[config.mk]
export PLATFORM = sky130hd
export DESIGN_NAME = bus_resp_mux_flat
export DESIGN_NICKNAME = d
export VERILOG_FILES = /design/src/rtl/bus_pkg.sv /design/src/rtl/bus_resp_mux_if.sv /design/src/rtl/prio_onehot_enc.sv /design/src/rtl/bus_resp_mux.sv /design/src/flat_wrapper.sv
export SDC_FILE = /design/constraint.sdc
export NUM_CORES = 1
export LEC_CHECK = 0
export BUFFER_PORTS_ARGS = -buffer_cell sky130_fd_sc_hd__buf_4
export CORE_AREA = 2 2 96 98
export DETAILED_ROUTE_END_ITERATION = 7
export DIE_AREA = 0 0 98 100
export PLACE_DENSITY = 0.64
export SYNTH_ARGS = -nofsm -noshare
export SYNTH_HDL_FRONTEND = slang
export SYNTH_SLANG_ARGS = --single-unit
[constraint.sdc]
create_clock -name clk -period 4.91 [get_ports clk]
set_input_delay 0.491 -clock clk [delete_from_list [all_inputs] [get_ports clk]]
set_output_delay 0.491 -clock clk [all_outputs]
set_load 0.01 [all_outputs]
[src/rtl/bus_pkg.sv]
// Shared types and defaults for the bus response multiplexer: FSM state
// encoding, default geometry and the index-width helper.
package bus_pkg;

    typedef enum logic [1:0] {
        ST_IDLE = 2'd0,
        ST_DATA = 2'd1,
        ST_DFLT = 2'd2
    } state_t;

    localparam int DEF_N_SLV = 6;
    localparam int DEF_DW    = 32;
    localparam int CNT_W     = 8;

    // Width needed to index n slaves; never less than one bit.
    function automatic int clog2(input int n);
        int w;
        w = 1;
        for (int i = 0; i < 5; i++) begin
            if ((1 << w) < n) w = w + 1;
        end
        return w;
    endfunction

endpackage

[src/rtl/bus_resp_mux_if.sv]
// Master/slave-side bundle of the bus response multiplexer. The master side
// drives the address phase and the slave responses; the mux returns the response.
interface bus_resp_mux_if
    import bus_pkg::*;
#(
    parameter int N_SLV = DEF_N_SLV,
    parameter int DW    = DEF_DW
);
    // Handshake: an address phase (req, bSel) is accepted on a rising edge
    // where req=1 and m_ready=1; a data phase ends on an edge with m_ready=1,
    // and m_err/m_rdata are meaningful only in that cycle.
    logic                req;
    logic [N_SLV-1:0]    bSel;
    logic [N_SLV*DW-1:0] s_rdata;
    logic [N_SLV-1:0]    s_ready;
    logic [N_SLV-1:0]    s_err;
    logic [DW-1:0]       m_rdata;
    logic                m_ready;
    logic                m_err;
    logic                sel_conflict;

    modport master (
        output req, bSel, s_rdata, s_ready, s_err,
        input  m_rdata, m_ready, m_err, sel_conflict
    );

    modport slave (
        input  req, bSel, s_rdata, s_ready, s_err,
        output m_rdata, m_ready, m_err, sel_conflict
    );

endinterface

[src/rtl/prio_onehot_enc.sv]
// Lowest-bit-wins priority encoder over a nominally one-hot select vector,
// also flagging "any bit set" and "more than one bit set".
module prio_onehot_enc
    import bus_pkg::*;
#(
    parameter int N  = DEF_N_SLV,
    parameter int IW = clog2(N)
) (
    input  logic [N-1:0]  vec,
    output logic [IW-1:0] idx,
    output logic          any,
    output logic          multi
);

    // Scanning from the top down lets the lowest set bit overwrite last.
    always_comb begin
        idx = '0;
        for (int i = N - 1; i >= 0; i--) begin
            if (vec[i]) idx = IW'(i);
        end
    end

    assign any   = |vec;
    assign multi = |(vec & (vec - N'(1)));

endmodule

[src/rtl/bus_resp_mux.sv]
// Data-phase response multiplexer: captures the decoded slave index at address
// acceptance and steers that slave's response to the master, with a default
// error slave and a wait-state timeout.
module bus_resp_mux
    import bus_pkg::*;
#(
    parameter int N_SLV   = DEF_N_SLV,
    parameter int DW      = DEF_DW,
    parameter int TIMEOUT = 16
) (
    input  logic          clk,
    input  logic          rst_n,
    bus_resp_mux_if.slave bus,
    output state_t        dbg_state
);

    localparam int IW = clog2(N_SLV);

    state_t            state;
    logic [IW-1:0]     idx;
    logic [CNT_W-1:0]  cnt;
    logic              conflict_q;

    logic [IW-1:0]     enc_idx;
    logic              enc_any;
    logic              enc_multi;

    logic              sel_ready;
    logic              sel_err;
    logic [DW-1:0]     sel_data;
    logic              timeout_hit;

    logic              ready_c;
    logic              err_c;
    logic [DW-1:0]     rdata_c;
    logic              accept;

    prio_onehot_enc #(
        .N  (N_SLV),
        .IW (IW)
    ) u_enc (
        .vec   (bus.bSel),
        .idx   (enc_idx),
        .any   (enc_any),
        .multi (enc_multi)
    );

    // Only the captured slave can reach the outputs; all others are masked.
    always_comb begin
        sel_ready = 1'b0;
        sel_err   = 1'b0;
        sel_data  = '0;
        for (int i = 0; i < N_SLV; i++) begin
            if (idx == IW'(i)) begin
                sel_ready = bus.s_ready[i];
                sel_err   = bus.s_err[i];
                sel_data  = bus.s_rdata[i*DW +: DW];
            end
        end
    end

    assign timeout_hit = (cnt == CNT_W'(TIMEOUT)) && !sel_ready;

    always_comb begin
        ready_c = 1'b1;
        err_c   = 1'b0;
        rdata_c = '0;
        case (state)
            ST_DATA: begin
                if (sel_ready) begin
                    ready_c = 1'b1;
                    err_c   = sel_err;
                    rdata_c = sel_data;
                end else if (timeout_hit) begin
                    ready_c = 1'b1;
                    err_c   = 1'b1;
                    rdata_c = '0;
                end else begin
                    ready_c = 1'b0;
                    err_c   = 1'b0;
                    rdata_c = sel_data;
                end
            end
            ST_DFLT: begin
                ready_c = 1'b1;
                err_c   = 1'b1;
                rdata_c = '0;
            end
            default: begin
                ready_c = 1'b1;
                err_c   = 1'b0;
                rdata_c = '0;
            end
        endcase
    end

    assign accept = bus.req && ready_c;

    always_ff @(posedge clk or negedge rst_n) begin
        if (!rst_n) begin
            state      <= ST_IDLE;
            idx        <= '0;
            cnt        <= '0;
            conflict_q <= 1'b0;
        end else begin
            conflict_q <= accept && enc_multi;
            if (accept) begin
                state <= enc_any ? ST_DATA : ST_DFLT;
                idx   <= enc_idx;
                cnt   <= '0;
            end else if (ready_c) begin
                state <= ST_IDLE;
                cnt   <= '0;
            end else if (cnt != CNT_W'(TIMEOUT)) begin
                cnt <= cnt + CNT_W'(1);
            end
        end
    end

    assign bus.m_ready      = ready_c;
    assign bus.m_err        = err_c;
    assign bus.m_rdata      = rdata_c;
    assign bus.sel_conflict = conflict_q;
    assign dbg_state        = state;

endmodule

[src/flat_wrapper.sv]
// flat-port wrapper written by rule: the top's interface ports become plain ports
module bus_resp_mux_flat import bus_pkg::*;
#(
    parameter int N_SLV   = DEF_N_SLV,
    parameter int DW      = DEF_DW,
    parameter int TIMEOUT = 16
)
  (clk, rst_n, dbg_state, bus_req, bus_bSel, bus_s_rdata, bus_s_ready, bus_s_err, bus_m_rdata, bus_m_ready, bus_m_err, bus_sel_conflict);
  bus_resp_mux_if #(.N_SLV(N_SLV), .DW(DW)) bus_i ();
  input  logic clk;
  input  logic rst_n;
  output state_t dbg_state;
  input wire logic [$bits(bus_i.req)-1:0] bus_req;
  input wire logic [$bits(bus_i.bSel)-1:0] bus_bSel;
  input wire logic [$bits(bus_i.s_rdata)-1:0] bus_s_rdata;
  input wire logic [$bits(bus_i.s_ready)-1:0] bus_s_ready;
  input wire logic [$bits(bus_i.s_err)-1:0] bus_s_err;
  output wire logic [$bits(bus_i.m_rdata)-1:0] bus_m_rdata;
  output wire logic [$bits(bus_i.m_ready)-1:0] bus_m_ready;
  output wire logic [$bits(bus_i.m_err)-1:0] bus_m_err;
  output wire logic [$bits(bus_i.sel_conflict)-1:0] bus_sel_conflict;
  assign bus_i.req = bus_req;
  assign bus_i.bSel = bus_bSel;
  assign bus_i.s_rdata = bus_s_rdata;
  assign bus_i.s_ready = bus_s_ready;
  assign bus_i.s_err = bus_s_err;
  assign bus_m_rdata = bus_i.m_rdata;
  assign bus_m_ready = bus_i.m_ready;
  assign bus_m_err = bus_i.m_err;
  assign bus_sel_conflict = bus_i.sel_conflict;
  bus_resp_mux #(.N_SLV(N_SLV), .DW(DW), .TIMEOUT(TIMEOUT)) u_core (.clk(clk), .rst_n(rst_n), .bus(bus_i), .dbg_state(dbg_state));
endmodule
After elaboration in Yosys (flattened, before gate mapping)
Cells that the tools add are included.
{"block": "word_totals", "regBits": 14, "in_bits": 213, "out_inout_bits": 37, "wordCells": 63}
{"block": "classes", "addsub": 2, "eq_ne": 9, "muxes": 38, "bitwise": 1, "reduce_logical": 9}
{"cell": "$mux W32", "count": 9}
{"cell": "$mux W8", "count": 3}
{"cell": "$mux W3", "count": 6}
{"cell": "$mux W1", "count": 16}
{"cell": "$reduce_or A6 Y1", "count": 2}
{"cell": "$add A8 B1 Y8 const B", "count": 1}
{"cell": "$eq A8 B5 Y1 const B", "count": 1}
{"cell": "$ne A8 B5 Y1 const B", "count": 1}
{"cell": "$and A6 B6 Y6", "count": 1}
{"cell": "$eq A3 B2 Y1 const B", "count": 2}
{"cell": "$eq A3 B3 Y1 const B", "count": 2}
{"cell": "$mux W2", "count": 3}
{"cell": "$sub A6 B1 Y6 const B", "count": 1}
{"cell": "$eq A3 B1 Y1 const B", "count": 1}
{"cell": "$logic_and A1 B1 Y1", "count": 3}
{"cell": "$logic_not A3 Y1", "count": 1}
{"cell": "$reduce_bool A3 Y1", "count": 1}
{"cell": "$eq A2 B1 Y1 const B", "count": 1}
{"cell": "$eq A2 B2 Y1 const B", "count": 1}
{"cell": "$pmux W1 S2", "count": 1}
{"cell": "$reduce_bool A2 Y1", "count": 1}
{"cell": "$logic_not A1 Y1", "count": 1}

Logic depth before layout (Yosys ltp)
Gate-level depths: netlist of the first run.
{"block": "depth", "ltp_word": 14, "ltp_mapped": 8, "ltp_nobuf": 7}

Cells and area by module
A second synthesis of the first run with hierarchy kept.
{"block": "unflattened", "hier_cells": 255, "area_unflattened_um2": 2533.7}
{"mod": "bus_resp_mux", "n_inst": 1, "cells_each": 240, "area_per_inst_um2": 2432.3, "seq_area_each_um2": 350.3}
{"mod": "prio_onehot_enc", "n_inst": 1, "cells_each": 15, "area_per_inst_um2": 101.3, "seq_area_each_um2": 0.0}

Least setup slack after synthesis of the first run
Ideal clock, no wire load.
{"block": "synth_timing", "kind": "reg2out", "start": "register u_core.idx[2]", "end": "output port bus_m_rdata[11]", "arrival_ns": 1.618, "t_required_ns": 4.419, "setup_slack_ns": 2.801, "path_stages_with_launch": 8, "path_buffers": 2, "path_cell_list": "dfrtp_1 buf_4 clkbuf_1 mux2_2 a22oi_1 nor2_1 a221oi_1 nor2_1"}
{"block": "synth_via", "elab_chain_cells": 12, "word_cells_on_any_way": 23, "classes_between": "eq/ne: 5; mux: 15; reduce/logical: 3"}
{"element": "from (decl)", "line": "bus_resp_mux.sv:20", "rtl": "logic [IW-1:0] idx;"}
{"element": "from (signal assigned)", "line": "bus_resp_mux.sv:109", "rtl": "idx <= enc_idx;"}
{"element": "$logic_not A3 Y1", "line": "bus_resp_mux.sv:54", "rtl": "if (idx == IW'(i)) begin"}
{"element": "$mux W1 (6 in a row)", "line": "bus_resp_mux.sv:54"}
{"element": "$logic_not A1 Y1", "line": "bus_resp_mux.sv:62", "rtl": "assign timeout_hit = (cnt == CNT_W'(TIMEOUT)) && !sel_ready;"}
{"element": "$logic_and A1 B1 Y1", "line": "bus_resp_mux.sv:62"}
{"element": "$mux W32", "line": "bus_resp_mux.sv:74", "rtl": "end else if (timeout_hit) begin"}
{"element": "$mux W32 *", "line": "bus_resp_mux.sv:70", "rtl": "if (sel_ready) begin"}
{"element": "$mux W32 *", "line": "bus_resp_mux.sv:68", "rtl": "case (state)"}
{"element": "to (decl)", "line": "flat_wrapper.sv:18", "rtl": "output wire logic [$bits(bus_i.m_rdata)-1:0] bus_m_rdata;"}
Every way passes the cells marked *; elsewhere a longest branch is shown, timed or not.

Final worst setup path of the first run
{"block": "layout_timing", "start": "register u_core.idx[2]", "end": "output port bus_m_rdata[0]"}
Same word-level chain as after synthesis.

==> flow_summary.yaml, run 1 <==
global_route:
  antenna_found_initial: 0
  grt_pass1_vias: 3430
  grt_pass1_wl_mm: 17.3
  grt_usage_pct: 21.4
  grt_max_degree: 44
  overflow: 0
routing:
  dr.first_iter.drc_count: 105
  vias_per_cell: 5.17
  vias: 3415
  detail_route.wl_per_cell_microns: 17.3
  routed_wirelength_mm: 11.4
  antenna_left: 0
  drc_errors: 0
  first_pass_iters: 4
clock_tree:
  clk_latency_ps: 240
  cts_root_buffer: "clkbuf_8"
  cts_tree: "yes"
  cts_made_buffers: 3
  post_cts_resized: 0
  cts_buffer_depth: 2
  htreeDepth: 1
  cts_hold_buf: 0
  cts_sinks: 14
  clk_pin_slew_ps: 60
  postCtsSetupBuffers: 0
yosys:
  synth_area_leaders: "mux2_2, dfrtp_1, nor2_1"
  synth_edf_count: 0
  ys_seq_area_share_pct: 13.8
  syn_area_sq_um: 2540
  yosysTopAreaCell: "mux2_2"
  synth_ff_type: "dfrtp_1"
  synth_common_cells: "nor2_1, mux2_2, a221oi_1, a22oi_1, clkbuf_1"
  syn_nets: 538
  synth_most_common_cell: "nor2_1"
  syn_avg_cell_area_sq_um: 7.92
  synth_cells: 321
  netlist.area_leader.share_pct: 29.7
  yosysWarnings: 0
  ys_ff_latch: 14
  synthArstFlopShare_pct: 100
  ys_types: 41
floorplanning:
  rows: 35
  pin_count: 250
  die_area_sq_um: 9800
  start_util_pct: 28.6
  die_x_microns: 98
  die_y_microns: 100
  core-area_sq_um: 8890
min_path:
  hold_class: "input pin to asynchronous set/reset pin"
critical_path:
  crit_type: "flip-flop to output pin"
  crit_path_end_kind: "output pin"
  cp.arrival_ps: 3110
  reg2regPathDepth: 6
  cp_data_required_time_ps: 4420
  cp-start-kind: "flip-flop"
  regToRegSetupSlack_ps: 2310
  r2r-end: "u_core.idx[2]$_DFFE_PN0P_"
  r2r-start: "u_core.idx[0]$_DFFE_PN0P_"
  critPathMaxFanout: 43
sta:
  max_freq_mhz: 278
  worst_slew_pin_slew_ps: 965
  drv_slew: 0
  hold_ws_ps: 87.3
  rsz0062_at_grt: "no"
  timing.setup.tns_ps: 0
  finalHoldViolCount: 0
  fin_skew_ps: 2.14
  max_slew_margin_pct: 35.7
  period_minus_slack_ps: 3600
  setup_violations: 0
  post-route-period-util_pct: 73.2
power_and_ir_drop:
  switching_share_pct: 43.2
  combPwrFrac_pct: 74.5
  finalPower_mw: 1.19
  p_sw_mw: 0.513
  power_frac_clock_pct: 9.2
  seq_power_share_pct: 16.3
  leakage_nw: 2.19
  power.internal_mw: 0.676
  p_per_area_nw_per_um2: 263
  vdd_ir_drop_max_uv: 170
cells_and_area:
  synthToLayoutAreaGrowth_pct: 77.8
  multiInputGateArea_sq_um: 2030
  final_cells: 660
  diodes: 0
  fillers: 884
  ff_latch_area_sq_um: 353
  final_layout_size_suffix_gt1_share_pct: 60.8
  fin_area_sq_um: 4520
  layout.nets: 767
placed_design:
  numPortBuffers: 249
  gp_congestion: 0.864
  dpl_cell_area_sq_um: 4460
  dpl.hpwl_mm: 9.12
  placedCellCount: 656
run:
  maxCapViolations: 0
outcome:
  status: "completed"
## how the worst max path moves through the flow
stage | from | end | slack (ps) | depth (start not counted)
floorplan | u_core.idx[2]$_DFFE_PN0P_ | bus_m_rdata[11] | 2800 | 7
global placement | u_core.idx[0]$_DFFE_PN0P_ | bus_m_rdata[24] | 1680 | 8
detailed placement | u_core.idx[2]$_DFFE_PN0P_ | bus_m_rdata[0] | 1560 | 7
CTS | u_core.idx[2]$_DFFE_PN0P_ | bus_m_rdata[0] | 1310 | 7
global route | u_core.idx[0]$_DFFE_PN0P_ | bus_m_rdata[18] | 1080 | 8
finish | u_core.idx[2]$_DFFE_PN0P_ | bus_m_rdata[0] | 1310 | 7
## routing by layer
metal | global-route usage (%) | part of all wire, %
met1 | 25.8 | 39
met2 | 38.9 | 51
met3 | 4.25 | 7.3
met4 | 5.88 | 2.3
met5 | 0 | 0
## state kept, by name, summed over array words and instances (netlist names)
register,cells
u_core.dbg_state,2
u_core.cnt,8
u_core.bus.sel_conflict,1
u_core.idx,3
## per-stage QoR
step           setup WS [ps]  util (%)
5_1_grt                 1080      50.8
4_1_cts                 1310      50.8
3_5_place_dp            1560      50.2
2_1_floorplan           2800         -
3_3_place_gp            1680      50.2
6_report                1310      50.8
## area by class of cell
type                    count  area share [%]
flip-flops and latches     14            7.81
repair buffers            255            42.4
clock buffers               4            1.22
multi-input cells         268            44.9
inverters                   8           0.664
well taps                 111            3.07
## kinds of logic (layout without fill, tap and decap cells)
family | count (synthesis) | after routing | synth area share (%)
fa+ha+maj | 5 | 5 | 2.36
mux | 71 | 71 | 31.2
xor+xnor | 6 | 6 | 2.07
simple gates | 109 | 109 | 18.9
compound gates | 77 | 77 | 24.8
flops | 14 | 14 | 13.8
buf+inv | 39 | 267 | 6.89
## power groups by stage
| stage | registers, mW | logic (mW) | clock network, mW |
|---|---|---|---|
| 6_report | 0.193 | 0.886 | 0.110 |
| 2_1_floorplan | 0.143 | 0.563 | 0 |
| 3_3_place_gp | 0.194 | 0.876 | 0 |
| 3_5_place_dp | 0.196 | 0.890 | 0 |
| 4_1_cts | 0.194 | 0.893 | 0.114 |
| 5_1_grt | 0.201 | 0.976 | 0.118 |
## layout by cell type (no fill, tap or decap), drive strengths merged, types with 5 or more instances in the layout
cell type  instances
a221oi            32
a22oi             32
buf              255
dfrtp             14
inv                8
mux2              67
nand2              6
nand3              5
nor2              78
xor2               5
## critical path: stages, from the launching register on
cell and delay [ps]:
dfrtp_2 1000, nand2_1 160, or3_1 370, a21boi_4 170, o21ai_2 550, buf_4 360
nor2_1 90, buf_4 160
(Power assumes the default switching activity.)
==> run 2: changes to the inputs <==
==> constraint.sdc (replaced) <==
create_clock -name clk -period 3.5 [get_ports clk]
set_input_delay 0.35 -clock clk [delete_from_list [all_inputs] [get_ports clk]]
set_output_delay 0.35 -clock clk [all_outputs]
set_load 0.01 [all_outputs]
==> flow_summary.yaml, run 2 (synthesis gave the netlist of run 1 again) <==
sta:
  fin_skew_ps: 1.87
  rsz0062_at_grt: "no"
  timing.setup.tns_ps: 0
  drv_slew: 0
  period_minus_slack_ps: 2960
  worst_slew_pin_slew_ps: 786
  setup_violations: 0
  max_slew_margin_pct: 47.5
  finalHoldViolCount: 0
  max_freq_mhz: 338
  post-route-period-util_pct: 84.5
  hold_ws_ps: 378
clock_tree:
  clk_pin_slew_ps: 60
  clk_latency_ps: 250
  cts_made_buffers: 3
  cts_hold_buf: 1
  cts_sinks: 14
  cts_buffer_depth: 2
  post_cts_resized: 0
  postCtsSetupBuffers: 0
  cts_root_buffer: "clkbuf_8"
  cts_tree: "yes"
  htreeDepth: 1
critical_path:
  slowest_delay_ps: 690
  cp-start-kind: "flip-flop"
  r2r-start: "u_core.idx[2]$_DFFE_PN0P_"
  critPathMaxFanout: 34
  cpLargestDelayFamily: "buffers and inverters"
  path_common_cell: "buf_4"
  cp_data_required_time_ps: 3150
  cp.arrival_ps: 2610
  critPathBufInv: 3
  worstSetupStartpoint: "u_core.idx[2]$_DFFE_PN0P_"
  slowest_stage: "dfrtp_2"
  crit_path_end_kind: "output pin"
  crit_chain: "nor2b_2 -> buf_4 -> nand2_1 -> a21boi_4 -> o21ai_2 -> buf_4 -> nor2_1 -> buf_4"
  crit_type: "flip-flop to output pin"
power_and_ir_drop:
  seq_power_share_pct: 14.2
  power_frac_clock_pct: 9.6
  vdd_ir_drop_max_uv: 270
  finalPower_mw: 1.69
  p_sw_mw: 0.728
  leakage_nw: 2.21
  switching_share_pct: 43.2
  power.internal_mw: 0.957
  p_per_area_nw_per_um2: 370
  combPwrFrac_pct: 76.2
floorplanning:
  die_area_sq_um: 9800
  start_util_pct: 28.6
  die_y_microns: 100
  die_x_microns: 98
  rows: 35
  pin_count: 250
  core-area_sq_um: 8890
global_route:
  grt_pass1_wl_mm: 17.4
  grt_max_degree: 46
  met2_usage_pct: 39.7
  grt_pass1_vias: 3416
  antenna_found_initial: 0
  grt_usage_pct: 21.3
  grt.met3_usage_pct: 2.72
  use_met1_pct: 26.3
  overflow: 0
  busiest_layer: "met2"
outcome:
  status: "completed"
routing:
  vias: 3410
  detail_route.wl_per_cell_microns: 17.0
  dr.first_iter.drc_count: 102
  first_pass_iters: 4
  antenna_left: 0
  vias_per_cell: 5.14
  drc_errors: 0
  routed_wirelength_mm: 11.3
cells_and_area:
  layout_commonest_cell: "buf_4"
  final_core_util_pct: 51.2
  largest-register: "u_core.cnt"
  final_layout_size_suffix_gt1_share_pct: 60.9
  final_cell_mix: "buf_4, nor2_1, mux2_2"
  layout.nets: 771
  largest_register_ffs: 8
  diodes: 0
  fin_area_sq_um: 4550
  synthToLayoutAreaGrowth_pct: 79.0
placed_design:
  dpl_cell_area_sq_um: 4490
  gp_congestion: 0.824
  dpl.hpwl_mm: 9.06
  numPortBuffers: 249
run:
  maxCapViolations: 0
min_path:
  min-delay-start: "bus_req"
  hold_class: "input pin to flip-flop"
## run 2: cell types whose count changed in the layout (fill, tap and decap cells not counted), sizes merged
cell / change
buf: +3
dlygate4sd3: +1
## run 2: layer usage
metal | vias to the layer above | wire (microns)
met1 | 1567 | 4410
met2 | 150 | 5880
met4 | 0 | 211
li1 | 1675 | -
met3 | 18 | 775
met5 | - | 0
## run 2: final cells by class
cell class                 count  area [sq um]
clock buffer                   4          55.1
fill                         872          4340
inverter                       8          30.0
multi-input combinational    268          2030
sequential                    14           353
tap                          111           139
timing repair buffer         259          1950
## run 2: worst paths after layout
path                                                   endpoint  slack (ps)  cells after the start
max in group asynchronous             u_core.idx[0]$_DFFE_PN0P_        2830                      2
worst max-delay path                            bus_m_rdata[24]         540                      8
worst min register to register        u_core.cnt[0]$_DFFE_PN0P_         530                      1
worst max register to register        u_core.idx[1]$_DFFE_PN0P_        1220                      4
min in group asynchronous             u_core.cnt[2]$_DFFE_PN0P_         480                      2
worst min-delay path            u_core.dbg_state[1]$_DFFE_PN0P_         380                      3
## run 2: worst register-to-register path, cell delays in order, from the launching register on
cell      delay [ps]
dfrtp_2          880
nand2_1          140
or3_1            360
o211ai_1         400
mux2_2           390
## run 2: through the flow
| step | cells | setup WS, ps |
|---|---|---|
| 4_1_cts | 664 | 537 |
| 3_5_place_dp | 659 | 822 |
| 5_1_grt | 664 | 374 |
| 2_1_floorplan | 321 | 1530 |
| 3_3_place_gp | 659 | 812 |
| 6_report | 664 | 544 |
## run 2: power groups by stage
stage / combinational (mW) / clock, mW / sequential (mW)
2_1_floorplan: 0.790 / 0 / 0.201
3_3_place_gp: 1.27 / 0 / 0.242
3_5_place_dp: 1.29 / 0 / 0.243
4_1_cts: 1.29 / 0.161 / 0.240
5_1_grt: 1.40 / 0.170 / 0.247
6_report: 1.28 / 0.161 / 0.240
